## src/rtl/rsa_const_gen.sv

```systemverilog
// Montgomery constant generator: Const = R^2 mod M with R = 2^(WIDTH+2),
// computed serially by repeated doubling with conditional subtraction.
module rsa_const_gen #(
  parameter int WIDTH = 8
) (
  input  logic             clk,
  input  logic             rstb,
  input  logic             ena,
  input  logic             clear,
  input  logic             start,
  input  logic [WIDTH-1:0] M,
  output logic [WIDTH-1:0] Const,
  output logic             busy,
  output logic             done,
  output logic             err
);
  // state  | meaning
  // S_IDLE | waiting for start; Const/err hold the last outcome
  // S_CALC | one doubling step of r per enabled edge, 2K steps total

  localparam int K     = WIDTH + 2;
  localparam int NITER = 2 * K;
  localparam int CW    = $clog2(NITER);
  localparam logic [CW-1:0] LAST = CW'(NITER - 1);

  typedef enum logic {S_IDLE, S_CALC} state_t;

  state_t           r_state;
  logic [WIDTH-1:0] r_m;
  logic [WIDTH-1:0] r_r;
  logic [CW-1:0]    r_cnt;
  logic [WIDTH-1:0] r_const;
  logic             r_busy;
  logic             r_done;
  logic             r_err;

  logic [WIDTH:0]   w_t;
  logic [WIDTH-1:0] w_shift;
  logic             w_ge;
  logic [WIDTH-1:0] w_next;
  logic             w_m_valid;

  // r < M keeps 2r below 2M, so the reduced value always fits in WIDTH bits
  // and the subtraction can be done modulo 2^WIDTH.
  assign w_t       = {r_r, 1'b0};
  assign w_shift   = {r_r[WIDTH-2:0], 1'b0};
  assign w_ge      = (w_t >= {1'b0, r_m});
  assign w_next    = w_ge ? (w_shift - r_m) : w_shift;
  assign w_m_valid = M[0] && (M != WIDTH'(1));

  always_ff @(posedge clk) begin
    if (rstb) begin
      r_state <= S_IDLE;
      r_m     <= '0;
      r_r     <= '0;
      r_cnt   <= '0;
      r_const <= '0;
      r_busy  <= 1'b0;
      r_done  <= 1'b0;
      r_err   <= 1'b0;
    end else if (ena) begin
      case (r_state)
        S_IDLE: begin
          r_done <= 1'b0;
          if (start) begin
            if (w_m_valid) begin
              r_m     <= M;
              r_r     <= WIDTH'(1);
              r_cnt   <= '0;
              r_err   <= 1'b0;
              r_busy  <= 1'b1;
              r_state <= S_CALC;
            end else begin
              r_const <= '0;
              r_err   <= 1'b1;
              r_done  <= 1'b1;
            end
          end
        end
        S_CALC: begin
          if (clear) begin
            r_state <= S_IDLE;
            r_busy  <= 1'b0;
          end else begin
            r_r   <= w_next;
            r_cnt <= r_cnt + 1'b1;
            if (r_cnt == LAST) begin
              r_const <= w_next;
              r_done  <= 1'b1;
              r_busy  <= 1'b0;
              r_state <= S_IDLE;
            end
          end
        end
        default: r_state <= S_IDLE;
      endcase
    end
  end

  assign Const = r_const;
  assign busy  = r_busy;
  assign done  = r_done;
  assign err   = r_err;

endmodule

```

## config.mk

```make
export PLATFORM = sky130hd
export DESIGN_NAME = rsa_const_gen
export DESIGN_NICKNAME = d
export VERILOG_FILES = /design/src/rtl/rsa_const_gen.sv
export SDC_FILE = /design/constraint.sdc
export NUM_CORES = 1
export LEC_CHECK = 0
export CAP_MARGIN = 20
export CORE_MARGIN = 5
export CORE_UTILIZATION = 50
export DETAILED_ROUTE_END_ITERATION = 8
export DONT_BUFFER_PORTS = 1
export GPL_ROUTABILITY_DRIVEN = 0
export PLACE_DENSITY_LB_ADDON = 0.2
export SYNTH_ARGS = -nofsm -noshare
export SYNTH_HDL_FRONTEND = slang
export SYNTH_SLANG_ARGS = --single-unit
```

## constraint.sdc

```tcl
create_clock -name clk -period 2.1 [get_ports clk]
set_clock_uncertainty 0.2 [all_clocks]
set_input_delay 0.42 -clock clk [delete_from_list [all_inputs] [get_ports clk]]
set_output_delay 0.42 -clock clk [all_outputs]
set_load 0.02 [all_outputs]
```

==> run summary <==
Routed wire length: 4748 um
Outcome: finished, violations left
Final Hold Fails: 0
Crit Path Class: reg -> reg
Starting Density: 52.49%
Placeable Area: 3390 um2
Final core utilization: 70.40%
Critical Path Source Type: flip-flop
Crit path required time: 2130 ps
CTS tree: done
Netlist cell types: 46
Seq cells post-synth: 33
Share of cells above drive strength 1: 36.10%
Largest net degree at the start of global routing: 24
Synth Instances: 200
RSZ-0062 raised after global routing: yes
P_leak: 0.9621 nW
Psw: 0.4751 mW
IO Count: 24
VDD IR max: 519.3 uV
Slew Viols, Final: 0
Depth of the worst register-to-register path: 8
Worst EP arrival: 2230 ps
Combinational share of power: 25.5%
Site Rows: 21
Initial antenna violation count: 0
Drt pass-1 iters: 4
Routed Antenna Nets: 0
Final setup viols: 15
Die Wd: 69.65 um
Dpl cells: 261
Vias in the first global route: 1644
Post-Syn Nets: 223
Finished Cell Area: 2386 um2
Reg-to-Reg Start: r_m[1]
Period utilisation layout: 104.7%
Number of max-cap violations: 0
IO buf count: 0
Non-filler cells, final: 287
Max Clock Freq: 454.7 MHz
Worst-Margin Slew: 592.1 ps
Sw Share: 27.83%
DR vias: 1618
Flop-to-flop setup slack: -100 ps
Min-delay src: M[2]
Clock slew at reported path FFs: 100 ps
Max H-tree Level: 2
Tightest Hold Check Type: in -> reg
Hold_ws: 40.24 ps
Largest fanout on the critical path: 8
Critical Path Sink Type: flip-flop
Clock Tree Root: clkbuf_4
Hold endpoint: r_m[2]
Cell Area, Placed: 1968 um2
Gr usage total: 18.62%
Final #Nets: 263
Clock buffer depth: 2
Post-Syn Area per Cell: 8.896 um2
Initial DRC count: 119
Num CTS Buffers: 5
Tmin final: 2199 ps
P per Cell Area: 715.5 nW/um2
Failing checks: setup timing
# DRC: 0
Avg WL per Cell: 16.54 um
Antenna Cells: 0
RR Endpoint: r_r[1]
Register area: 675.6 um2
Die Y: 69.65 um
DPL Wire Length: 3160 um
Sequential share of the synthesized area: 37.13%
Hold Path Depth: 2
Area of the multi-input gates: 1194 um2
Setup slack after layout: -99.41 ps
Die area: 4851 um2
P&R area growth vs syn: 34.11%
Setup Slack @ Placement: -117.2 ps
First-pass GRT wire length: 7389 um
Clk sink count: 33
Clock power share: 34.7%
Max-slew headroom: 60.40%
Clock latency on the worst-skew pair: 340 ps
Internal Power: 1.232 mW
Ys Warns: 0
Mapped cell area: 1779 um2
# fillers: 251
Sequential Power Share: 39.8%
Routed vias/inst: 5.638
GRT overflow: 0
-- power groups by stage --
stage	clock, mW	sequential (mW)	combinational [mW]
floorplan	0	0.686	0.252
global placement	0	0.689	0.318
detailed placement	0	0.690	0.330
CTS	0.603	0.678	0.366
global route	0.630	0.682	0.470
finish	0.592	0.679	0.436
-- stage by stage --
| stage | power, mW | TNS, ps |
|---|---|---|
| floorplan | 0.9381 | -70.25 |
| global placement | 1.007 | -293.3 |
| detailed placement | 1.020 | -1251 |
| CTS | 1.647 | -39.30 |
| global route | 1.782 | -1944 |
| finish | 1.707 | -722.0 |
-- registers in the layout (all words and copies together), names as in the netlist --
| signal | flops |
|---|---|
| Const | 8 |
| done | 1 |
| err | 1 |
| r_cnt | 5 |
| r_state | 1 |
| r_r | 8 |
| r_m | 8 |
| busy | 1 |
-- area by class of cell --
class,instances,share of cell area (%)
clock buffer,5,1.573
clock inverter,3,2.727
inverter,14,2.202
multi-input combinational,148,50.03
sequential,33,28.32
tap,46,2.412
timing repair buffer,38,12.74
-- timing repair --
item	CTS	global route
endpoints found under the hold margin	17	12
hold buffers	5	1
gates resized for setup	21	21
pin swaps	9	13
setup endpoints to repair	16	20
buffers inserted	2	10
-- routing by layer --
metal  global-route usage, %  wire length (um)
met1                   20.14              1868
met2                   34.85              2633
met3                   5.217               202
met4                   5.532                44
met5                       0                 0
-- cell families (layout without fill, tap and decap cells) --
group           after synthesis  in the layout  synth area share [%]
compound gates               49             49                 20.82
xor+xnor                      7              7                 3.446
fa+ha+maj                    10             10                 7.454
mux                          11             11                 6.189
flops                        33             33                 37.13
simple gates                 71             71                 20.46
buf+inv                      19             60                 4.500
-- worst max-delay path: stages, from the launching register on --
cell	delay [ps]
dfxtp_2	350
inv_2	40
ha_4	220
ha_4	150
o311a_1	360
o211ai_2	240
nand2_4	150
mux2i_2	200
a22o_1	190
-- placed cells by master, fill, tap and decap left out, drive strengths merged, types with 3 or more instances in the layout --
cell / Yosys / routed
dfxtp: 33 / 33
buf: 2 / 32
nor2: 28 / 28
nand2: 16 / 16
inv: 14 / 14
o21ai: 14 / 14
mux2i: 11 / 11
a21oi: 9 / 9
ha: 9 / 9
nand2b: 8 / 8
dlygate4sd3: 0 / 6
clkbuf: 3 / 5
a32oi: 4 / 4
nand4: 4 / 4
xor2: 4 / 4
xnor2: 3 / 3
a211oi: 3 / 3
a311oi: 3 / 3
nor3: 3 / 3
-- cells in the mapped netlist (all sizes together) --
cell     number  share of area, %
dfxtp        33                37
nor2         28               6.0
nand2        16               3.7
inv          14               3.0
o21ai        14               3.9
mux2i        11               6.2
a21oi         9               2.5
ha            9               6.3
nand2b        8               2.8
a32oi         4               2.0
nand4         4               1.4
xor2          4               2.0
a211oi        3               1.3
a311oi        3               1.8
clkbuf        3              0.63
nor3          3              0.84
xnor2         3               1.5
a2111oi       2               2.4
a22o          2              0.98
and2          2              0.70
buf           2              0.91
nand3         2              0.84
nor2b         2              0.70
o211ai        2               1.1
o21a          2              0.84
o31ai         2              0.84
or3           2              0.70
a211o         1              0.49
a21boi        1              0.63
a21o          1              0.42
a31oi         1              0.35
and3          1              0.63
fa            1               1.1
nor4          1               1.2
nor4bb        1              0.56
o2111a        1              0.63
o311a         1              0.56
or2           1              0.35
-- worst max-delay path by stage --
| stage | slack [ps] | start | cells past startpoint | endpoint |
|---|---|---|---|---|
| after global routing | -160 | r_m[1] | 8 | r_r[1] |
| after floorplan | -50 | r_m[1] | 9 | r_r[2] |
| after detailed placement | -120 | r_m[6] | 8 | r_r[1] |
| after global placement | -50 | r_cnt[0] | 7 | Const[2] |
| final | -100 | r_m[1] | 8 | r_r[1] |
| after CTS | -30 | r_m[1] | 8 | r_r[2] |
(Power assumes the default switching activity.)
